$ cat config.mk
export PLATFORM = sky130hd
export DESIGN_NAME = rr_report_tx
export DESIGN_NICKNAME = d
export VERILOG_FILES = /design/src/rtl/rr_report_pkg.sv /design/src/rtl/rr_report_fifo.sv /design/src/rtl/rr_report_tx.sv
export SDC_FILE = /design/constraint.sdc
export NUM_CORES = 1
export LEC_CHECK = 0
export CAP_MARGIN = 0
export CORE_MARGIN = 3
export CORE_UTILIZATION = 58
export CTS_CLUSTER_SIZE = 14
export DETAILED_ROUTE_END_ITERATION = 16
export GPL_TIMING_DRIVEN = 1
export PLACE_DENSITY_LB_ADDON = 0.15
export SKIP_CTS_REPAIR_TIMING = 1
export SLEW_MARGIN = 20
export SYNTH_ARGS = -nofsm -noshare
export SYNTH_HDL_FRONTEND = slang
export SYNTH_SLANG_ARGS = --single-unit
export TNS_END_PERCENT = 5
$ cat constraint.sdc
create_clock -name i_clk -period 3.3 [get_ports i_clk]
set_input_delay 0.66 -clock i_clk [delete_from_list [all_inputs] [get_ports i_clk]]
set_output_delay 0.66 -clock i_clk [all_outputs]
set_load 0.01 [all_outputs]
$ cat src/rtl/rr_report_pkg.sv
// Shared types for the RR report transmitter: FSM states, buffered entry layout, frame length.
// The frame grows by a checksum byte when RR_REPORT_CHECKSUM_EN is defined.
package rr_report_pkg;

    typedef enum logic {IDLE, SEND} tx_state_t;

    localparam int PAYLOAD_BYTES = 6;
    localparam int WORD_BITS     = 24;

`ifdef RR_REPORT_CHECKSUM_EN
    localparam int FRAME_LEN = PAYLOAD_BYTES + 2;
`else
    localparam int FRAME_LEN = PAYLOAD_BYTES + 1;
`endif

    // Words are stored pre-extended to 24 bits so the frame bytes slice out directly.
    typedef struct packed {
        logic [WORD_BITS-1:0] location;
        logic [WORD_BITS-1:0] period;
    } rr_entry_t;

endpackage

$ cat src/rtl/rr_report_fifo.sv
// Synchronous show-ahead FIFO of rr_entry_t; head is valid whenever empty is low.
// Latency: a push is visible at head one cycle later; push while full is the caller's job to prevent.
module rr_report_fifo
    import rr_report_pkg::*;
#(
    parameter int DEPTH = 4
) (
    input  logic      clk,
    input  logic      rst,
    input  logic      push,
    input  logic      pop,
    input  rr_entry_t wr_data,
    output rr_entry_t head,
    output logic      full,
    output logic      empty
);

    localparam int AW = $clog2(DEPTH);

    rr_entry_t       mem [DEPTH];
    logic [AW-1:0]   wr_ptr;
    logic [AW-1:0]   rd_ptr;
    logic [AW:0]     count;

    always_ff @(posedge clk) begin
        if (push) begin
            mem[wr_ptr] <= wr_data;
        end
    end

    always_ff @(posedge clk) begin
        if (rst) begin
            wr_ptr <= '0;
            rd_ptr <= '0;
            count  <= '0;
        end else begin
            if (push) begin
                wr_ptr <= wr_ptr + 1'b1;
            end
            if (pop) begin
                rd_ptr <= rd_ptr + 1'b1;
            end
            case ({push, pop})
                2'b10:   count <= count + 1'b1;
                2'b01:   count <= count - 1'b1;
                default: count <= count;
            endcase
        end
    end

    assign head  = mem[rd_ptr];
    assign full  = (count == (AW+1)'(DEPTH));
    assign empty = (count == '0);

endmodule

$ cat src/rtl/rr_report_tx.sv
// Buffers RR period/R-peak results and serializes each into a SYNC-led byte frame (checksum byte with RR_REPORT_CHECKSUM_EN).
// Latency: update pulse at N -> SYNC byte valid at N+2; frames run back-to-back with no bubble.
// Backpressure: byte and valid hold while !i_tx_ready; results arriving with the FIFO full are dropped and counted.
module rr_report_tx
    import rr_report_pkg::*;
#(
    parameter int         CTR_WIDTH  = 22,
    parameter int         FIFO_DEPTH = 4,
    parameter logic [7:0] SYNC_BYTE  = 8'hA5
) (
    input  logic                 i_clk,
    input  logic                 i_rst,
    input  logic                 i_ce,
    input  logic [CTR_WIDTH-1:0] i_rr_period,
    input  logic                 i_rr_period_updated,
    input  logic [CTR_WIDTH-1:0] i_rpeak_location,
    output logic [7:0]           o_tx_data,
    output logic                 o_tx_valid,
    input  logic                 i_tx_ready,
    output logic                 o_busy,
    output logic                 o_overflow,
    output logic [7:0]           o_drop_cnt
);

    if (CTR_WIDTH > WORD_BITS || CTR_WIDTH < 1) begin : g_bad_ctr_width
        $error("rr_report_tx: CTR_WIDTH must be in 1..24");
    end
    if (FIFO_DEPTH < 2 || (FIFO_DEPTH & (FIFO_DEPTH - 1)) != 0) begin : g_bad_depth
        $error("rr_report_tx: FIFO_DEPTH must be a power of two >= 2");
    end

    tx_state_t state;
    tx_state_t state_nxt;
    rr_entry_t head;
    rr_entry_t wr_entry;
    rr_entry_t frame;
    logic [2:0] idx;
    logic       full;
    logic       empty;
    logic       capture;
    logic       push;
    logic       pop;
    logic       hs;
    logic       last_byte;
    logic       drop;

    assign wr_entry.location = WORD_BITS'(i_rpeak_location);
    assign wr_entry.period   = WORD_BITS'(i_rr_period);

    assign capture   = i_ce && i_rr_period_updated;
    assign hs        = (state == SEND) && i_tx_ready;
    assign last_byte = (idx == 3'(FRAME_LEN - 1));
    // A pop on the same edge frees a slot, so a full FIFO still accepts the push.
    assign pop       = !empty && ((state == IDLE) || (hs && last_byte));
    assign push      = capture && (!full || pop);
    assign drop      = capture && full && !pop;

    rr_report_fifo #(
        .DEPTH (FIFO_DEPTH)
    ) u_fifo (
        .clk     (i_clk),
        .rst     (i_rst),
        .push    (push),
        .pop     (pop),
        .wr_data (wr_entry),
        .head    (head),
        .full    (full),
        .empty   (empty)
    );

    always_ff @(posedge i_clk) begin
        if (i_rst) begin
            state <= IDLE;
        end else begin
            state <= state_nxt;
        end
    end

    always_comb begin
        state_nxt = state;
        case (state)
            IDLE:    if (!empty) state_nxt = SEND;
            SEND:    if (hs && last_byte && empty) state_nxt = IDLE;
            default: state_nxt = IDLE;
        endcase
    end

    always_ff @(posedge i_clk) begin
        if (i_rst) begin
            idx   <= '0;
            frame <= '0;
        end else if (pop) begin
            idx   <= '0;
            frame <= head;
        end else if (hs) begin
            idx   <= idx + 1'b1;
        end
    end

`ifdef RR_REPORT_CHECKSUM_EN
    logic [7:0] checksum;
    assign checksum = frame.period[23:16]   ^ frame.period[15:8]   ^ frame.period[7:0]
                    ^ frame.location[23:16] ^ frame.location[15:8] ^ frame.location[7:0];
`endif

    always_comb begin
        o_tx_valid = 1'b0;
        o_tx_data  = 8'h00;
        if (state == SEND) begin
            o_tx_valid = 1'b1;
            case (idx)
                3'd0:    o_tx_data = SYNC_BYTE;
                3'd1:    o_tx_data = frame.period[23:16];
                3'd2:    o_tx_data = frame.period[15:8];
                3'd3:    o_tx_data = frame.period[7:0];
                3'd4:    o_tx_data = frame.location[23:16];
                3'd5:    o_tx_data = frame.location[15:8];
                3'd6:    o_tx_data = frame.location[7:0];
`ifdef RR_REPORT_CHECKSUM_EN
                3'd7:    o_tx_data = checksum;
`endif
                default: o_tx_data = 8'h00;
            endcase
        end
    end

    always_ff @(posedge i_clk) begin
        if (i_rst) begin
            o_overflow <= 1'b0;
            o_drop_cnt <= '0;
        end else if (drop) begin
            o_overflow <= 1'b1;
            if (o_drop_cnt != 8'hFF) begin
                o_drop_cnt <= o_drop_cnt + 1'b1;
            end
        end
    end

    assign o_busy = (state == SEND) || !empty;

endmodule

==> flow_summary.json, run 1 <==
{
  "fin_crit_ns": 3.16,
  "place.port_buffers": 67,
  "status": "finished, final reports clean",
  "place_ws_ns": 0.341,
  "clk_pin_slew_ns": 0.06,
  "ant_nets": 0,
  "hold_depth": 2,
  "io_pins": 68,
  "cp.arrival_ns": 2.50,
  "synth_cells": 613,
  "final_cell_count_no_fill": 914,
  "slew_violations": 0,
  "vias": 5410,
  "grtUsageTotal_pct": 20.5,
  "ir_drop_uv": 497,
  "synth_area_leader_cell": "edfxtp_1",
  "cts_sinks": 240,
  "ys_types": 56,
  "max_slew_margin_pct": 49.1,
  "final-hold-violation-count": 0,
  "dieArea_mm2": 0.0178,
  "power_w": 0.00830,
  "place.detailed.hpwl_mm": 11.1,
  "wl_per_cell_um": 19.7,
  "drive_above_1_share_pct": 17.5,
  "htree_levels": 1,
  "dr.pass1.iters": 8,
  "finalWirelength_mm": 18.0,
  "grt_pass1_vias": 5480,
  "syn_nets": 673,
  "worst_ep_required_time_ns": 2.64,
  "routabilityCongestion": 0.817,
  "worst_slew_pin_slew_ns": 0.757,
  "drtIter0Drc": 395,
  "drv_cap": 0,
  "combPwrFrac_pct": 22.5,
  "clkPwrFrac_pct": 31.9,
  "clk_path_buf_depth": 3,
  "holdPathEnd": "frame[14]$_SDFFE_PP0P_",
  "multi_input_area_mm2": 0.00267,
  "p_sw_share_pct": 28.4,
  "syn_avg_cell_area_um2": 15.3,
  "finClkSkew_ns": 0.0117,
  "p_seq_share_pct": 45.6,
  "core_region_area_mm2": 0.0155,
  "seq_area_mm2": 0.00657,
  "synth_area_leaders": "edfxtp_1, dfxtp_1, mux4_2",
  "drc": 0,
  "overflow": 0,
  "intPower_w": 0.00594,
  "fmax_mhz": 316,
  "cts_root_buf": "clkbuf_16",
  "leakage_nw": 3.58,
  "worstSetupPathType": "register to primary output",
  "ys_warn_count": 0,
  "clock_latency_ns": 0.53,
  "synth_ff_type": "edfxtp_1",
  "ys_seq_area_share_pct": 69.9,
  "fp-row-count": 45,
  "p_switching_w": 0.00235,
  "r2r_cells": 10,
  "antenna_found_initial": 0,
  "nNetsFinal": 744,
  "setup_slack_ns": 0.139,
  "start_util_pct": 60.5,
  "dieHeight_um": 133,
  "cts_buffers": 25,
  "vias_per_cell": 5.92,
  "power_density_mw_per_mm2": 743,
  "grt_pass1_wl_mm": 28.8,
  "start_kind": "register",
  "antennaDiodeCount": 0,
  "fin_crit_sh_pct": 95.8,
  "synth_area_mm2": 0.00940,
  "cts_tree": "built",
  "ys_ff_latch": 240,
  "worstHoldStart": "frame[14]$_SDFFE_PP0P_",
  "hp-class": "register to register",
  "r2r_setup_slack_ns": 0.92,
  "synth_enable_flop_cells": 176,
  "dp.cells": 868,
  "cp_max_fo": 10,
  "setup_violations": 0,
  "nFillCells": 1030,
  "critPathCaptureType": "primary output",
  "grt_max_degree": 46,
  "syn2layout_area_growth_pct": 18.8,
  "rr_startpoint": "idx[0]$_SDFFE_PP0P_",
  "dieWidth_um": 133,
  "reg2reg_to": "u_fifo.count[2]$_SDFFE_PP0P_",
  "async_flop_share_pct": 0,
  "synth_top_area_share_pct": 56.2
}
-- synth_stat cells (all sizes together) (3+ instances only) --
cell	number
a21oi	68
a221oi	5
a222oi	4
a41oi	3
and2	5
and3	4
buf	16
clkbuf	20
dfxtp	64
edfxtp	176
ha	10
inv	9
mux2	3
mux2i	3
mux4	44
nand2	101
nand3	3
nor2	15
nor3	9
o21ai	8
o31ai	3
or3	5
xnor2	4
-- how the worst max path moves through the flow --
stage,start,to,slack [ns]
3_3_place_gp,idx[0]$_SDFFE_PP0P_,o_tx_data[2],0.53
6_report,idx[0]$_SDFFE_PP0P_,o_tx_data[2],0.14
3_5_place_dp,idx[0]$_SDFFE_PP0P_,o_tx_data[2],0.34
2_1_floorplan,idx[0]$_SDFFE_PP0P_,u_fifo.mem[1][0]$_DFFE_PP_,0.42
4_1_cts,idx[0]$_SDFFE_PP0P_,o_tx_data[2],-0.25
5_1_grt,idx[0]$_SDFFE_PP0P_,o_tx_data[3],-0.03
-- flip-flops by register name (all words and copies together) (netlist names) --
register and flops:
state 1, o_overflow 1, u_fifo.wr_ptr 2, u_fifo.mem 176
frame 44, u_fifo.count 3, o_drop_cnt 8, idx 3
u_fifo.rd_ptr 2
-- layer usage --
| metal | track usage, % | routed length, um |
|---|---|---|
| met1 | 27.5 | 7560 |
| met2 | 35.2 | 9140 |
| met3 | 3.47 | 872 |
| met4 | 5.60 | 394 |
| met5 | 0 | 0 |
-- final cells by class --
cell class	instances	share of cell area, %
clock buffers	31	6.01
repair buffers	81	7.50
well taps	211	2.36
multi-input cells	327	23.9
inverters	9	0.303
clock inverters	15	1.06
flip-flops and latches	240	58.8
-- logic make-up (layout without fill, tap and decap cells) --
family                     count (synthesis)  after routing  share of synthesized area [%]
buffers and inverters                     46            136                           2.44
DFF                                      240            240                           69.9
AOI/OAI and AO/OA                        108            108                           6.94
and+or+nand+nor                          153            153                           7.52
xor gates and xnor gates                   5              5                          0.466
adders and majority gates                 11             11                           1.54
muxes                                     50             50                           11.2
-- critical path: stages (launching register included) --
cell and delay, ns:
dfxtp_1 0.39, inv_1 0.14, ha_2 0.29, o41ai_4 0.40
buf_6 0.19, a31oi_1 0.07, clkdlybuf4s50_1 0.50
-- power by group through the flow --
| stage | Sequential, W | Clock (W) | Combinational, W |
|---|---|---|---|
| after floorplan | 0.00372 | 0 | 0.00137 |
| after global placement | 0.00384 | 0 | 0.00182 |
| after detailed placement | 0.00384 | 0 | 0.00185 |
| after CTS | 0.00379 | 0.00270 | 0.00186 |
| after global routing | 0.00382 | 0.00282 | 0.00205 |
| final | 0.00378 | 0.00265 | 0.00187 |
-- cell usage in the layout, fill, tap and decap left out, drive strengths merged, types with 9 or more instances in the layout --
cell type,instances
nor3,9
a21oi,68
dfxtp,64
clkdlybuf4s50,66
buf,15
inv,10
mux4,44
clkinv,11
edfxtp,176
nand2,101
ha,10
nor2,15
clkbuf,31
-- metrics by stage --
step                      instance area [um^2]  hold slack [ns]  TNS (ns)  utilization, %
after global placement                   10300            0.444         0            66.4
after detailed placement                 10300            0.446         0            66.4
final                                    11200            0.455         0            71.9
after global routing                     11200            0.473   -0.0330            71.9
after CTS                                11100            0.456     -1.59            71.5
after floorplan                           9400            0.433         0               -
Note: power is estimated with default switching activity, not from simulation.
==> run 2, diff against run 1 <==
Settings changed: CORE_ASPECT_RATIO set to 1.4, SLEW_MARGIN 20 to 10.
==> run 2 against run 1 <==
Non-clock buffer count rose by 3. Sequential share of layout area up 0.66 points. Combinational power shrank 2%. Fmax is 0.78% lower. Hold slack better by 0.0051 ns. Via count grew 0.41%. Clock skew is essentially flat. Highest routed layer unchanged. Die area increased by 0.12%. Critical endpoint unchanged. Power down 2.7%.
==> flow_summary.json, run 2 (same netlist as run 1, synthesis figures left out) <==
{
  "max_slew_margin_pct": 37.1,
  "routabilityCongestion": 0.875,
  "fin_crit_sh_pct": 96.6,
  "rsz0062_at_grt": "false",
  "dieWidth_um": 114,
  "power_density_mw_per_mm2": 731,
  "start_kind": "register",
  "vias": 5432,
  "slew_violations": 0,
  "power_w": 0.00807,
  "vias_per_cell": 6.06,
  "dr.pass1.iters": 5,
  "clk_path_buf_depth": 3,
  "ir_drop_uv": 592,
  "drv_cap": 0,
  "finalWirelength_mm": 18.8,
  "setup_violations": 0,
  "drc": 0,
  "clk_pin_slew_ns": 0.06,
  "cts_root_buf": "clkbuf_16",
  "final_cell_mix": "edfxtp_1, nand2_1, a21oi_1",
  "fin_crit_ns": 3.19,
  "status": "finished, final reports clean",
  "finClkSkew_ns": 0.0122,
  "fp-row-count": 54,
  "place_ws_ns": 0.401,
  "hp-class": "register to register",
  "grt_pass1_vias": 5601,
  "largest_reg_flops": 176,
  "leakage_nw": 3.54,
  "antennaDiodeCount": 0,
  "worst_ep_required_time_ns": 2.64,
  "cp_max_fo": 9,
  "clock_latency_ns": 0.50,
  "dieHeight_um": 157,
  "drive_above_1_share_pct": 16.4,
  "critPathCaptureType": "primary output",
  "worst_slew_pin_slew_ns": 0.944,
  "ant_nets": 0,
  "top_regs": "u_fifo.mem (176), frame (44), o_drop_cnt (8)",
  "cts_buffers": 22,
  "r2r_cells": 6,
  "cts_tree": "built",
  "fmax_mhz": 314,
  "io_pins": 68,
  "place.port_buffers": 67,
  "utilization_pct": 70.1,
  "grtUsageTotal_pct": 21.6,
  "final_area_mm2": 0.0110,
  "antenna_found_initial": 0,
  "grt_max_degree": 51,
  "wl_per_cell_um": 21.0,
  "htree_levels": 1,
  "hold_depth": 2,
  "grt_pass1_wl_mm": 29.7,
  "place.detailed.hpwl_mm": 12.3,
  "setup_slack_ns": 0.114,
  "dieArea_mm2": 0.0178,
  "final_common_cell": "edfxtp_1",
  "core_region_area_mm2": 0.0157,
  "cp.arrival_ns": 2.53,
  "overflow": 0,
  "start_util_pct": 59.7,
  "nNetsFinal": 744,
  "placed_cell_area_mm2": 0.0103,
  "worstSetupPathType": "register to primary output",
  "syn2layout_area_growth_pct": 17.5,
  "largest_register": "u_fifo.mem",
  "drtIter0Drc": 449,
  "final-hold-violation-count": 0,
  "finalSetupTns_ns": 0,
  "cts_sinks": 240
}
[run 2: changes by cell type in the layout (fill, tap and decap cells not counted), sizes merged]
cell / delta
clkinvlp: -2
buf: +3
clkbuf: +4
inv: -1
clkinv: -7
[run 2: where the power goes]
group          leakage [nW]  switching (W)  internal, W
Clock                 0.337        0.00100      0.00141
Combinational          1.09       0.000976     0.000850
Sequential             2.12       0.000288      0.00354
[run 2: layout make-up]
type                       instances  area [um^2]
sequential                       240         6570
fill                            1053         4700
multi-input combinational        327         2650
timing repair buffer              84          856
clock buffer                      35          641
tap                              196          245
clock inverter                     5         48.8
inverter                           9         33.8
[run 2: through the flow]
stage / instances / hold slack (ns)
final: 896 / 0.460
after global routing: 896 / 0.475
after CTS: 896 / 0.460
after detailed placement: 856 / 0.452
after global placement: 856 / 0.446
after floorplan: 613 / 0.433
[run 2: worst max-delay path: stages, from the launching register on]
cell and delay, ns:
dfxtp_1 0.43, ha_1 0.20, ha_2 0.29, o41ai_1 0.09, buf_4 0.18, a31oi_1 0.25, clkdlybuf4s50_1 0.60
[run 2: routing by layer]
metal  share of wire (%)  global-route usage, %  vias to the layer above
met2                  55                   39.3                      193
met3                 5.8                   3.29                       42
li1                    -                      -                     2494
met5                   0                      0                        -
met1                  37                   26.8                     2703
met4                 2.4                   6.30                        0
[run 2: path summary, 6_finish.rpt]
check	startpoint	slack [ns]	endpoint
max	idx[1]$_SDFFE_PP0P_	0.11	o_tx_data[2]
min	frame[15]$_SDFFE_PP0P_	0.46	frame[15]$_SDFFE_PP0P_
max reg2reg	idx[0]$_SDFFE_PP0P_	0.84	u_fifo.mem[2][0]$_DFFE_PP_
min reg2reg	frame[15]$_SDFFE_PP0P_	0.46	frame[15]$_SDFFE_PP0P_
==> run 3, diff against run 2 <==
Clock period 3.3 ns to 3.4 ns, I/O delays scaled along.
==> run 3 against run 2 <==
Via count fell by 0.59%. Clock power up 2%. Critical endpoint is now o_tx_data[1]. Utilization grew 0.20 points. Critical path type unchanged. Sequential cell count did not move. Combinational power fell by 5%. Highest routed layer unchanged.
==> flow_summary.json, run 3 (same netlist as run 1, synthesis figures left out) <==
{
  "dieArea_mm2": 0.0178,
  "crit_path_start": "idx[1]$_SDFFE_PP0P_",
  "max_stage_delay_ns": 0.55,
  "drtIter0Drc": 491,
  "hp-class": "register to register",
  "dr.pass1.iters": 5,
  "clk_pin_slew_ns": 0.06,
  "vias_per_cell": 6.01,
  "endpoint": "o_tx_data[1]",
  "rsz0062_at_grt": "false",
  "grt_pass1_wl_mm": 30.7,
  "drt-met1-wl_mm": 7.62,
  "worstSetupPathType": "register to primary output",
  "top_regs": "u_fifo.mem (176), frame (44), o_drop_cnt (8)",
  "r2r_cells": 10,
  "drc": 0,
  "setup_slack_ns": 0.219,
  "critPathCaptureType": "primary output",
  "clkPwrFrac_pct": 30.9,
  "drv_cap": 0,
  "final_cell_mix": "edfxtp_1, nand2_1, a21oi_1",
  "nNetsFinal": 746,
  "nFillCells": 1029,
  "vias": 5400,
  "p_sw_share_pct": 27.9,
  "p_switching_w": 0.00222,
  "final-hold-violation-count": 0,
  "final_common_cell": "edfxtp_1",
  "cpMostUsedCell": "a21oi_1",
  "overflow": 0,
  "ant_nets": 0,
  "fmax_mhz": 314,
  "wl_met2_mm": 9.94,
  "slowest_stage": "clkdlybuf4s50_1",
  "status": "finished, final reports clean",
  "cts_sinks": 240,
  "ir_drop_uv": 835,
  "routabilityCongestion": 0.909,
  "finalSetupTns_ns": 0,
  "multi_input_area_mm2": 0.00262,
  "finalWirelength_mm": 19.0,
  "drive_above_1_share_pct": 16.0,
  "route.met3.wl_um": 912,
  "leakage_nw": 3.57,
  "place_ws_ns": 0.630,
  "cp.arrival_ns": 2.50,
  "finClkSkew_ns": 0.00560,
  "wl_per_cell_um": 21.1,
  "antennaDiodeCount": 0,
  "io_pins": 68,
  "place.detailed.hpwl_mm": 12.5,
  "syn2layout_area_growth_pct": 17.8,
  "cp_max_fo": 14,
  "worst_ep_required_time_ns": 2.72,
  "fp-row-count": 54,
  "htree_levels": 1,
  "grt_max_degree": 49,
  "dieWidth_um": 114,
  "core_region_area_mm2": 0.0157,
  "p_seq_share_pct": 47.3,
  "worst_slew_pin_slew_ns": 0.804,
  "place.port_buffers": 67,
  "reg2reg_to": "u_fifo.count[2]$_SDFFE_PP0P_",
  "dieHeight_um": 157,
  "combPwrFrac_pct": 21.8,
  "fin_crit_sh_pct": 93.5,
  "setup_violations": 0,
  "clk_path_buf_depth": 3,
  "r2r_setup_slack_ns": 1.00,
  "intPower_w": 0.00572,
  "largest_register": "u_fifo.mem",
  "start_kind": "register",
  "crit_chain": "inv_1 -> ha_1 -> a222oi_1 -> a21oi_1 -> a21oi_1 -> nor2_1 -> clkdlybuf4s50_1",
  "cts_buffers": 23,
  "slew_violations": 0,
  "antenna_found_initial": 0,
  "max_slew_margin_pct": 46.0,
  "clock_latency_ns": 0.49,
  "power_density_mw_per_mm2": 717,
  "grtUsageTotal_pct": 22.2,
  "top_layer": "met4",
  "cts_root_buf": "clkbuf_16",
  "cts_tree": "built",
  "rr_startpoint": "idx[0]$_SDFFE_PP0P_",
  "seq_area_mm2": 0.00657,
  "fin_crit_ns": 3.18,
  "start_util_pct": 59.7,
  "grt_pass1_vias": 5682,
  "largest_reg_flops": 176
}
-- run 3: per-layer routing --
metal / track usage (%) / vias up
met5: 0 / -
met4: 7.73 / 0
met3: 2.98 / 36
met2: 38.1 / 169
met1: 29.6 / 2703
li1: - / 2492
-- run 3: critical path: cells and delay by family, from the launching register on --
kind	cells	cell delay, ns
and+or+nand+nor	1	0.12
adders and majority gates	1	0.46
AOI/OAI and AO/OA	3	0.43
DFF	1	0.34
buffers and inverters	2	0.65
-- run 3: area by class of cell --
cell class                      instances  share of cell area, %
Sequential cell                       240                   59.3
Multi-Input combinational cell        327                   23.7
Inverter                                9                  0.305
Timing Repair Buffer                   85                   7.91
Clock inverter                         13                   1.19
Clock buffer                           28                   5.37
Tap cell                              196                   2.22
-- run 3: power by group through the flow --
| stage | clock network [W] | logic [W] | registers [W] |
|---|---|---|---|
| 6_report | 0.00245 | 0.00173 | 0.00376 |
| 5_1_grt | 0.00263 | 0.00190 | 0.00379 |
| 4_1_cts | 0.00251 | 0.00174 | 0.00376 |
| 3_3_place_gp | 0 | 0.00170 | 0.00381 |
| 2_1_floorplan | 0 | 0.00133 | 0.00361 |
| 3_5_place_dp | 0 | 0.00173 | 0.00382 |
-- run 3: metrics by stage --
step / hold slack (ns) / utilization, % / instance area [um^2] / cells / power (W)
finish: 0.460 / 70.3 / 11100 / 898 / 0.00794
global placement: 0.447 / 65.7 / 10300 / 857 / 0.00551
CTS: 0.457 / 70.3 / 11100 / 898 / 0.00801
floorplan: 0.433 / - / 9400 / 613 / 0.00494
global route: 0.476 / 70.3 / 11100 / 898 / 0.00832
detailed placement: 0.449 / 65.7 / 10300 / 857 / 0.00555
-- run 3: worst min path at each step --
stage                           startpoint                      to  slack, ns  depth (start not counted)
CTS                 frame[30]$_SDFFE_PP0P_  frame[30]$_SDFFE_PP0P_       0.46                          2
global placement    frame[30]$_SDFFE_PP0P_  frame[30]$_SDFFE_PP0P_       0.45                          2
floorplan           frame[45]$_SDFFE_PP0P_  frame[45]$_SDFFE_PP0P_       0.43                          2
detailed placement  frame[30]$_SDFFE_PP0P_  frame[30]$_SDFFE_PP0P_       0.45                          2
global route        frame[30]$_SDFFE_PP0P_  frame[30]$_SDFFE_PP0P_       0.48                          2
finish              frame[14]$_SDFFE_PP0P_  frame[14]$_SDFFE_PP0P_       0.46                          2
